### src/rtl/tank_pkg.sv
// Shared widths, screen bounds, slot record and spawn FSM states
// for the tank bullet logic.
package tank_pkg;

  localparam int POS_W  = 17;
  localparam int VEL_W  = 11;
  localparam int FRAC   = 6;
  localparam int INT_W  = POS_W - FRAC;
  localparam int LIFE_W = 10;
  localparam int CD_W   = 8;

  localparam int SCR_X_MIN = 0;
  localparam int SCR_X_MAX = 639;
  localparam int SCR_Y_MIN = 0;
  localparam int SCR_Y_MAX = 479;

  typedef struct packed {
    logic                    active;
    logic signed [POS_W-1:0] x;
    logic signed [POS_W-1:0] y;
    logic signed [VEL_W-1:0] vx;
    logic signed [VEL_W-1:0] vy;
    logic [LIFE_W-1:0]       life;
  } bullet_slot_t;

  typedef enum logic [1:0] {
    S_IDLE,
    S_CALC,
    S_LOAD
  } spawn_state_t;

  function automatic logic signed [POS_W-1:0] vext(
    input logic signed [VEL_W-1:0] v
  );
    return {{(POS_W-VEL_W){v[VEL_W-1]}}, v};
  endfunction

endpackage

### src/rtl/bullet_slot.sv
// One bullet slot: position/velocity/life registers and per-frame move.
// BULLET_BOUNCE_EN: reflect at the screen edge instead of retiring.
module bullet_slot
  import tank_pkg::*;
#(
  parameter int LIFETIME = 600,
  parameter int X_MIN    = SCR_X_MIN,
  parameter int X_MAX    = SCR_X_MAX,
  parameter int Y_MIN    = SCR_Y_MIN,
  parameter int Y_MAX    = SCR_Y_MAX
) (
  input  logic                    CLK,
  input  logic                    Reset_n,
  input  logic                    clear,
  input  logic                    frame_tick,
  input  logic                    load,
  input  logic signed [POS_W-1:0] load_x,
  input  logic signed [POS_W-1:0] load_y,
  input  logic signed [VEL_W-1:0] load_vx,
  input  logic signed [VEL_W-1:0] load_vy,
  output logic                    active,
  output logic [9:0]              pos_x,
  output logic [9:0]              pos_y
);

  bullet_slot_t            slot;
  logic signed [POS_W-1:0] nx;
  logic signed [POS_W-1:0] ny;
  logic signed [INT_W-1:0] ix;
  logic signed [INT_W-1:0] iy;
  logic                    x_lo;
  logic                    x_hi;
  logic                    y_lo;
  logic                    y_hi;
  logic [LIFE_W-1:0]       life_n;
  logic                    alive;

  // next position, integer part and bound tests
  always_comb begin
    nx     = slot.x + vext(slot.vx);
    ny     = slot.y + vext(slot.vy);
    ix     = nx[POS_W-1:FRAC];
    iy     = ny[POS_W-1:FRAC];
    x_lo   = ix < $signed(INT_W'(X_MIN));
    x_hi   = ix > $signed(INT_W'(X_MAX));
    y_lo   = iy < $signed(INT_W'(Y_MIN));
    y_hi   = iy > $signed(INT_W'(Y_MAX));
    life_n = slot.life - LIFE_W'(1);
    alive  = life_n != '0;
  end

`ifdef BULLET_BOUNCE_EN
  localparam logic signed [POS_W-1:0] XLO2 = POS_W'((2 * X_MIN) << FRAC);
  localparam logic signed [POS_W-1:0] XHI2 = POS_W'((2 * X_MAX) << FRAC);
  localparam logic signed [POS_W-1:0] YLO2 = POS_W'((2 * Y_MIN) << FRAC);
  localparam logic signed [POS_W-1:0] YHI2 = POS_W'((2 * Y_MAX) << FRAC);

  logic signed [POS_W-1:0] bx;
  logic signed [POS_W-1:0] by;
  logic signed [VEL_W-1:0] bvx;
  logic signed [VEL_W-1:0] bvy;

  // mirror the crossed axis about the violated bound
  always_comb begin
    bx  = nx;
    by  = ny;
    bvx = slot.vx;
    bvy = slot.vy;
    if (x_hi) begin
      bx  = XHI2 - nx;
      bvx = -slot.vx;
    end else if (x_lo) begin
      bx  = XLO2 - nx;
      bvx = -slot.vx;
    end
    if (y_hi) begin
      by  = YHI2 - ny;
      bvy = -slot.vy;
    end else if (y_lo) begin
      by  = YLO2 - ny;
      bvy = -slot.vy;
    end
  end
`endif

  // slot state: clear, load, then per-frame movement
  always_ff @(posedge CLK) begin
    if (!Reset_n) begin
      slot <= '0;
    end else if (clear) begin
      slot.active <= 1'b0;
    end else if (load) begin
      slot.active <= 1'b1;
      slot.x      <= load_x;
      slot.y      <= load_y;
      slot.vx     <= load_vx;
      slot.vy     <= load_vy;
      slot.life   <= LIFE_W'(LIFETIME);
    end else if (frame_tick && slot.active) begin
      slot.life <= life_n;
`ifdef BULLET_BOUNCE_EN
      slot.x      <= bx;
      slot.y      <= by;
      slot.vx     <= bvx;
      slot.vy     <= bvy;
      slot.active <= alive;
`else
      if (x_lo || x_hi || y_lo || y_hi) begin
        slot.active <= 1'b0;
      end else begin
        slot.x      <= nx;
        slot.y      <= ny;
        slot.active <= alive;
      end
`endif
    end
  end

  assign active = slot.active;
  assign pos_x  = slot.x[FRAC+9:FRAC];
  assign pos_y  = slot.y[FRAC+9:FRAC];

endmodule

### src/rtl/bullet_manager.sv
// Three-slot bullet pool for one tank: fire edge, cooldown, spawn FSM.
// BULLET_BOUNCE_EN (in bullet_slot) makes bullets bounce off edges.
module bullet_manager
  import tank_pkg::*;
#(
  parameter int SPEED       = 2,
  parameter int SPAWN_DIST  = 12,
  parameter int LIFETIME    = 600,
  parameter int COOLDOWN    = 15,
  parameter int BULLET_SIZE = 2,
  parameter int X_MIN       = SCR_X_MIN,
  parameter int X_MAX       = SCR_X_MAX,
  parameter int Y_MIN       = SCR_Y_MIN,
  parameter int Y_MAX       = SCR_Y_MAX
) (
  input  logic              CLK,
  input  logic              Reset_n,
  input  logic              frame_tick,
  input  logic              fire,
  input  logic              clear,
  input  logic [9:0]        TankX,
  input  logic [9:0]        TankY,
  input  logic signed [7:0] sin,
  input  logic signed [7:0] cos,
  output logic [9:0]        Bullet1X,
  output logic [9:0]        Bullet2X,
  output logic [9:0]        Bullet3X,
  output logic [9:0]        Bullet1Y,
  output logic [9:0]        Bullet2Y,
  output logic [9:0]        Bullet3Y,
  output logic [9:0]        Bullet1S,
  output logic [9:0]        Bullet2S,
  output logic [9:0]        Bullet3S,
  output logic              is_bullet1_active,
  output logic              is_bullet2_active,
  output logic              is_bullet3_active,
  output logic              fired
);

  spawn_state_t            state;
  logic [1:0]              sel;
  logic [1:0]              low_idx;
  logic [2:0]              act;
  logic [2:0]              free;
  logic [2:0]              low;
  logic [2:0]              load;
  logic                    fire_q;
  logic                    rise;
  logic [CD_W-1:0]         cd;
  logic signed [POS_W-1:0] px;
  logic signed [POS_W-1:0] py;
  logic signed [VEL_W-1:0] vx;
  logic signed [VEL_W-1:0] vy;
  logic signed [POS_W-1:0] cos_off;
  logic signed [POS_W-1:0] sin_off;
  logic [9:0]              bx [3];
  logic [9:0]              by [3];

  assign free    = ~act;
  assign low     = free & (~free + 3'd1);
  assign rise    = fire & ~fire_q;
  assign cos_off = POS_W'(cos * SPAWN_DIST);
  assign sin_off = POS_W'(sin * SPAWN_DIST);

  // lowest-index free slot
  always_comb begin
    low_idx = 2'd0;
    unique case (1'b1)
      low[0]:  low_idx = 2'd0;
      low[1]:  low_idx = 2'd1;
      low[2]:  low_idx = 2'd2;
      default: low_idx = 2'd0;
    endcase
  end

  // fire edge, cooldown and spawn sequencing
  always_ff @(posedge CLK) begin
    if (!Reset_n) begin
      state  <= S_IDLE;
      sel    <= 2'd0;
      px     <= '0;
      py     <= '0;
      vx     <= '0;
      vy     <= '0;
      fired  <= 1'b0;
      cd     <= '0;
      fire_q <= 1'b1;
    end else begin
      fire_q <= fire;
      fired  <= 1'b0;
      if (frame_tick && cd != '0)
        cd <= cd - CD_W'(1);
      if (clear) begin
        state <= S_IDLE;
      end else begin
        unique case (state)
          S_IDLE: begin
            if (rise && cd == '0 && |free)
              state <= S_CALC;
          end
          S_CALC: begin
            sel   <= low_idx;
            px    <= $signed({1'b0, TankX, 6'b0}) + cos_off;
            py    <= $signed({1'b0, TankY, 6'b0}) + sin_off;
            vx    <= VEL_W'(cos * SPEED);
            vy    <= VEL_W'(sin * SPEED);
            state <= S_LOAD;
          end
          S_LOAD: begin
            fired <= 1'b1;
            cd    <= CD_W'(COOLDOWN);
            state <= S_IDLE;
          end
          default: state <= S_IDLE;
        endcase
      end
    end
  end

  for (genvar k = 0; k < 3; k++) begin : g_slot
    assign load[k] = (state == S_LOAD) && !clear
                   && (sel == 2'(k));

    bullet_slot #(
      .LIFETIME (LIFETIME),
      .X_MIN    (X_MIN),
      .X_MAX    (X_MAX),
      .Y_MIN    (Y_MIN),
      .Y_MAX    (Y_MAX)
    ) u_slot (
      .CLK        (CLK),
      .Reset_n    (Reset_n),
      .clear      (clear),
      .frame_tick (frame_tick),
      .load       (load[k]),
      .load_x     (px),
      .load_y     (py),
      .load_vx    (vx),
      .load_vy    (vy),
      .active     (act[k]),
      .pos_x      (bx[k]),
      .pos_y      (by[k])
    );
  end

  assign Bullet1X = bx[0];
  assign Bullet2X = bx[1];
  assign Bullet3X = bx[2];
  assign Bullet1Y = by[0];
  assign Bullet2Y = by[1];
  assign Bullet3Y = by[2];
  assign Bullet1S = 10'(BULLET_SIZE);
  assign Bullet2S = 10'(BULLET_SIZE);
  assign Bullet3S = 10'(BULLET_SIZE);

  assign is_bullet1_active = act[0];
  assign is_bullet2_active = act[1];
  assign is_bullet3_active = act[2];

endmodule

### config.mk
export PLATFORM = sky130hd
export DESIGN_NAME = bullet_manager
export DESIGN_NICKNAME = d
export VERILOG_FILES = /design/src/rtl/tank_pkg.sv /design/src/rtl/bullet_slot.sv /design/src/rtl/bullet_manager.sv
export SDC_FILE = /design/constraint.sdc
export NUM_CORES = 1
export LEC_CHECK = 0
export BUFFER_PORTS_ARGS = -buffer_cell sky130_fd_sc_hd__buf_2
export CORE_ASPECT_RATIO = 0.8
export CORE_MARGIN = 2
export CORE_UTILIZATION = 50
export CTS_BUF_LIST = sky130_fd_sc_hd__clkbuf_8
export DETAILED_ROUTE_END_ITERATION = 6
export PLACE_DENSITY_LB_ADDON = 0.05
export SETUP_SLACK_MARGIN = 0.02
export SYNTH_ARGS = -nofsm -noshare
export SYNTH_HDL_FRONTEND = slang
export SYNTH_SLANG_ARGS = --single-unit
### constraint.sdc
create_clock -name CLK -period 4 [get_ports CLK]
set_input_delay 0.4 -clock CLK [delete_from_list [all_inputs] [get_ports CLK]]
set_output_delay 0.4 -clock CLK [all_outputs]
set_load 0.02 [all_outputs]
==> out/qor.txt, run 1 <==
Clk pin slew, worst setup/hold paths -> 60 ps
Comb power frac -> 11.9%
clk_lat worst skew -> 590 ps
Hold WS -> 78.0 ps
Register-to-Register Path Depth -> 12
Worst slew margin -> 30.0%
cell area power density -> 303 nW/um^2
largest net degree at the start of global routing -> 61
Sw Ratio -> 27.9%
critical setup path kind -> flop to flop
Critical Path RT -> 4430 ps
Routed WL -> 49.7 mm
first-pass GRT wire length -> 77.5 mm
met3 Use GR -> 4.48%
layout cell share with drive strength beyond 1 -> 11.8%
setup bufs post-CTS -> 0
P_int -> 0.00391 W
# rows -> 59
antenna-violating nets left -> 0
register bit total from synthesis -> 235
Core Region -> 32600 sq um
NetSw -> 0.00152 W
Initial Util -> 51.0%
worst vdd ir -> 0.000214 V
Die X -> 208 um
Avg Inst Size Synth -> 8.07 sq um
unrepaired setup endpoints after global routing -> false
Post-synth top flop -> dfxtp_1
IO Pins -> 135
Mapped Area -> 16600 sq um
H-tree depth -> 2
clk sinks -> 235
CTS max path bufs -> 3
filler cell count -> 3150
overall global routing resource usage -> 27.9%
area share of the largest cell type after synthesis -> 28.3%
maxcap violations -> 0
Seq/Total Area, Yosys -> 28.3%
Sequential cell area -> 4700 sq um
1st-iter DRT viols -> 1369
Final Core Density -> 54.9%
DP Area -> 17000 sq um
cts repair resizes -> 0
yosys warns -> 0
startpoint types -> flop
vias per cell -> 5.88
Worst Path Max Fanout -> 13
most frequent cells after synthesis -> nand2_1 (344), dfxtp_1 (235), a21oi_1 (226)
Syn-to-layout area delta -> 7.65%
cell taking the most area after synthesis -> dfxtp_1
vias in the first global route -> 13700
vias -> 14900
die area -> 34700 sq um
GPL Wtd Cong -> 0.900
final net count -> 2275
hold path depth -> 3
CTS tree -> built
Post-synth ARST share -> 0%
Overflow after GRT -> 0
Max Clk Rate -> 288 MHz
status -> completed
area of the multi-input gates -> 10800 sq um
DRC -> 0
GR peak layer -> met2
Slew @ Worst Pin -> 1040 ps
Period minus WS final -> 3470 ps
final hold violations -> 0
initial antenna violation count -> 2
Root Buffer Master -> clkbuf_8
Flop pwr share -> 44.8%
period utilisation layout -> 86.8%
Pwr Total -> 0.00542 W
Unique masters post-synth -> 86
GRT met1 Usage -> 40.8%
TritonRoute pass-1 iters -> 5
synth top area cells -> dfxtp_1 (28%), ha_1 (11%), nand2_1 (7.8%)
Worst setup EP type -> flop
most common cell in the netlist -> nand2_1
port buffer count -> 104
Clock Skew -> 22.9 ps
cell count after synthesis -> 2061
ant diodes -> 0
GR Util met2 -> 41.9%
Detailed Place HPWL -> 35.1 mm
cell area after layout -> 17900 sq um
setup TNS -> 0 ps
routed len/inst -> 19.6 um
Setup Viol. Count Final -> 0
CTS Buf Count -> 43
P_leak -> 7.80 nW
Arr. time, crit path -> 3900 ps
Die Span Y -> 167 um
EDFF count, synth -> 0
power share of the clock group -> 43.3%
HP Class -> primary input to flop
Max Slew Vio Count -> 0
kinds of logic (layout without fill, tap and decap cells):
family / count (synthesis) / after routing / share of synthesized area, %
mux: 41 / 41 / 2.47
xor+xnor: 118 / 118 / 6.22
compound gates: 639 / 639 / 26.4
simple gates: 632 / 632 / 16.8
fa+ha+maj: 154 / 154 / 12.0
buf+inv: 240 / 262 / 7.71
flops: 235 / 235 / 28.3
other cells: 2 / 30 / 0.0452
worst paths after layout:
path                             start                         to  slack [ps]
min reg2reg  g_slot[1].u_slot.slot[16]  g_slot[1].u_slot.slot[16]         460
max          g_slot[0].u_slot.slot[11]  g_slot[0].u_slot.pos_y[2]         530
max reg2reg  g_slot[0].u_slot.slot[11]  g_slot[0].u_slot.pos_y[2]         530
min                             sin[3]                      vy[4]          80
stage by stage:
step / std cells / setup WS (ps)
after floorplan: 2089 / 582
after CTS: 2538 / 518
after detailed placement: 2461 / 241
after global routing: 2538 / 272
after global placement: 2461 / 253
final: 2538 / 526
metal layers:
layer	up-vias	part of all wire [%]
li1	7377	-
met1	7032	48
met2	450	42
met3	66	6.5
met4	0	2.9
met5	-	0
critical path: stages, from the launching register on:
cell	delay (ps)
dfxtp_1	310
ha_1	240
fa_1	430
a21o_1	230
a221oi_2	360
a211oi_2	180
a221oi_2	290
xor2_1	220
o311a_4	260
a31oi_4	90
buf_4	240
a2111oi_0	390
nor3_1	80
power groups by stage:
| stage | sequential [W] | combinational [W] | clock [W] |
|---|---|---|---|
| after global routing | 0.00243 | 0.000725 | 0.00251 |
| after global placement | 0.00248 | 0.000621 | 0 |
| after detailed placement | 0.00248 | 0.000634 | 0 |
| after floorplan | 0.00246 | 0.000517 | 0 |
| final | 0.00243 | 0.000644 | 0.00235 |
| after CTS | 0.00243 | 0.000638 | 0.00240 |
repair_timing:
item                       4_1_cts  5_1_grt
hold endpoints to repair         1        0
hold buffers                     1        0
setup endpoints to repair        0        0
sequential cells by signal, summed over array words and instances (netlist names):
| signal | count |
|---|---|
| py | 14 |
| g_slot.u_slot.pos_y | 30 |
| fired | 1 |
| sel | 2 |
| vy | 8 |
| state | 2 |
| g_slot.u_slot.pos_x | 30 |
| px | 14 |
| vx | 8 |
| g_slot.u_slot.active | 3 |
| cd | 8 |
| g_slot.u_slot.slot | 114 |
| fire_q | 1 |
cells in the final DEF (no fill, tap or decap), types with 40 or more instances in the layout:
cell and n:
clkbuf_8 53, nor2_1 107, buf_2 103, a21oi_1 225
mux2i_1 41, o21ai_0 95, xnor2_1 79, ha_1 144
nand2_1 343, nor3_1 40, dfxtp_1 235, a21o_1 41
inv_1 60
layout make-up:
cell class              count  area share, %
well taps                 427           2.99
clock buffers              53           4.08
flip-flops and latches    235           26.3
inverters                  46          0.979
repair buffers            140           4.73
clock inverters            23          0.762
multi-input cells        1614           60.2
No activity file was read; power rests on OpenSTA's default activity.
==> run 2: changes to the inputs <==
Settings changed: BUFFER_PORTS_ARGS -buffer_cell sky130_fd_sc_hd__buf_2 to default, DONT_BUFFER_PORTS from default to 1.
==> out/qor.txt, run 2 (synthesis results as in run 1) <==
HP Class -> primary input to flop
max reg flops -> 114 (unchanged)
first-pass GRT wire length -> 78.4 mm (+1.1%)
Root Buffer Master -> clkbuf_8
Die Span Y -> 167 um (unchanged)
Core Region -> 32600 sq um (unchanged)
1st-iter DRT viols -> 1155 (-16%)
die area -> 34700 sq um (unchanged)
final net count -> 2187 (-3.9%)
vias per cell -> 5.99 (+1.8%)
Clock Skew -> 18.0 ps (-4.96 ps)
power share of the clock group -> 46.3% (+3.0 points)
antenna-violating nets left -> 0 (unchanged)
most frequent cells in the layout -> nand2_1 (343), dfxtp_1 (235), a21oi_1 (224)
commonest non-fill, non-tap cell in the layout -> nand2_1
P_int -> 0.00417 W (+6.6%)
final hold violations -> 0 (unchanged)
Critical Path RT -> 4430 ps (about the same)
DRC -> 0 (unchanged)
Syn-to-layout area delta -> 6.17%
Worst setup EP type -> flop
port buffer count -> 0 (-100%)
P_leak -> 7.41 nW (-5.0%)
# rows -> 59 (unchanged)
clk sinks -> 235 (unchanged)
IO Pins -> 135 (unchanged)
Period minus WS final -> 3630 ps (+152 ps)
Overflow after GRT -> 0 (unchanged)
Worst Path Max Fanout -> 10 (-3)
Routed WL -> 51.4 mm (+3.5%)
unrepaired setup endpoints after global routing -> false
CTS Buf Count -> 44 (+2.3%)
largest net degree at the start of global routing -> 62 (+1.6%)
Comb power frac -> 10.9% (-1.0 points)
Most flops, register -> g_slot.u_slot.slot
TritonRoute pass-1 iters -> 5 (unchanged)
Arr. time, crit path -> 4060 ps (+160 ps)
Max Slew Vio Count -> 0 (unchanged)
Max Clk Rate -> 276 MHz (-4.2%)
Setup Viol. Count Final -> 0 (unchanged)
Hold WS -> 23.9 ps (-54.1 ps)
overall global routing resource usage -> 28.7% (+0.79 points)
worst vdd ir -> 0.000243 V (+14%)
Worst slew margin -> 35.9% (+5.9 points)
Detailed Place HPWL -> 35.0 mm (-0.29%)
layout cell share with drive strength beyond 1 -> 7.60% (-4.2 points)
routed len/inst -> 20.9 um (+7.0%)
cell area power density -> 322 nW/um^2 (+6.1%)
Initial Util -> 51.0% (unchanged)
fin cells -> 2455 (-3.3%)
GPL Wtd Cong -> 0.901 (+0.18%)
Flop pwr share -> 42.8% (-2.0 points)
clk_lat worst skew -> 580 ps (about the same)
Die X -> 208 um (unchanged)
vias -> 14700 (-1.5%)
Clk pin slew, worst setup/hold paths -> 60 ps (about the same)
setup TNS -> 0 ps (unchanged)
critical setup path kind -> flop to flop
startpoint types -> flop
status -> completed
initial antenna violation count -> 1 (-1)
CTS max path bufs -> 3 (unchanged)
NetSw -> 0.00151 W (-0.42%)
cts repair resizes -> 0 (unchanged)
Placed Cells -> 2355 (-4.3%)
hold path depth -> 2 (-1)
Final Core Density -> 54.1% (-0.75 points)
maxcap violations -> 0 (unchanged)
period utilisation layout -> 90.7% (+3.8 points)
R2R setup slack -> 370 ps (-150 ps)
vias in the first global route -> 13300 (-3.2%)
Slew @ Worst Pin -> 961 ps (-74.7 ps)
Register-to-Register Path Depth -> 12 (unchanged)
Sw Ratio -> 26.6% (-1.4 points)
H-tree depth -> 2 (unchanged)
CTS tree -> built
==> run 2: cell count changes in the layout (fill, tap and decap cells not counted), sizes merged <==
cell and delta:
buf -104, bufinv +3, clkbuf +3, clkinv +1, diode +1, dlygate4sd3 +15
inv -2
==> run 2: repair_timing <==
item | CTS | global route
hold buffers | 17 | 1
hold endpoints to repair | 63 | 1
setup buffers | 0 | 0
==> run 2: worst paths after layout <==
check,start,end
worst max register to register,g_slot[0].u_slot.slot[11],g_slot[0].u_slot.pos_y[2]
worst min register to register,g_slot[1].u_slot.slot[16],g_slot[1].u_slot.slot[16]
worst min-delay path,Reset_n,g_slot[0].u_slot.pos_x[8]
worst max-delay path,g_slot[0].u_slot.slot[11],g_slot[0].u_slot.pos_y[2]
==> run 2: power groups by stage <==
stage	registers (W)	logic (W)	clock network, W
after CTS	0.00243	0.000616	0.00268
after detailed placement	0.00248	0.000573	0
after global placement	0.00248	0.000567	0
after floorplan	0.00246	0.000517	0
after global routing	0.00243	0.000697	0.00278
final	0.00243	0.000620	0.00263
==> run 2: layout make-up <==
type	count	area, sq um
Clock inverter	25	221
Timing Repair Buffer	51	468
Multi-Input combinational cell	1614	10800
Sequential cell	235	4700
Fill cell	3156	15000
Inverter	46	175
Clock buffer	56	771
Antenna cell	1	2.50
Tap cell	427	534
==> run 2: metal layers <==
metal	up-vias	routed length [um]	global-route usage [%]
met1	6942	24700	41.6
met4	2	1970	11.2
met3	84	3630	6.21
met5	-	8	0
met2	472	21100	41.4
li1	7199	-	-
==> run 2: worst max-delay path: stages (launching register included) <==
cell and delay [ps]:
dfxtp_1 310, ha_1 230, fa_1 420, a21o_1 220, a221oi_2 470, a211oi_2 200
a221oi_2 300, xor2_1 230, o311a_4 260, a31oi_4 180, buf_4 230, a2111oi_0 350
nor3_1 80
==> run 2: stage by stage <==
step	power (W)	setup slack, ps	area [sq um]
floorplan	0.00298	582	16700
global placement	0.00305	399	16400
detailed placement	0.00305	349	16400
CTS	0.00572	426	17600
global route	0.00591	178	17600
finish	0.00568	374	17700
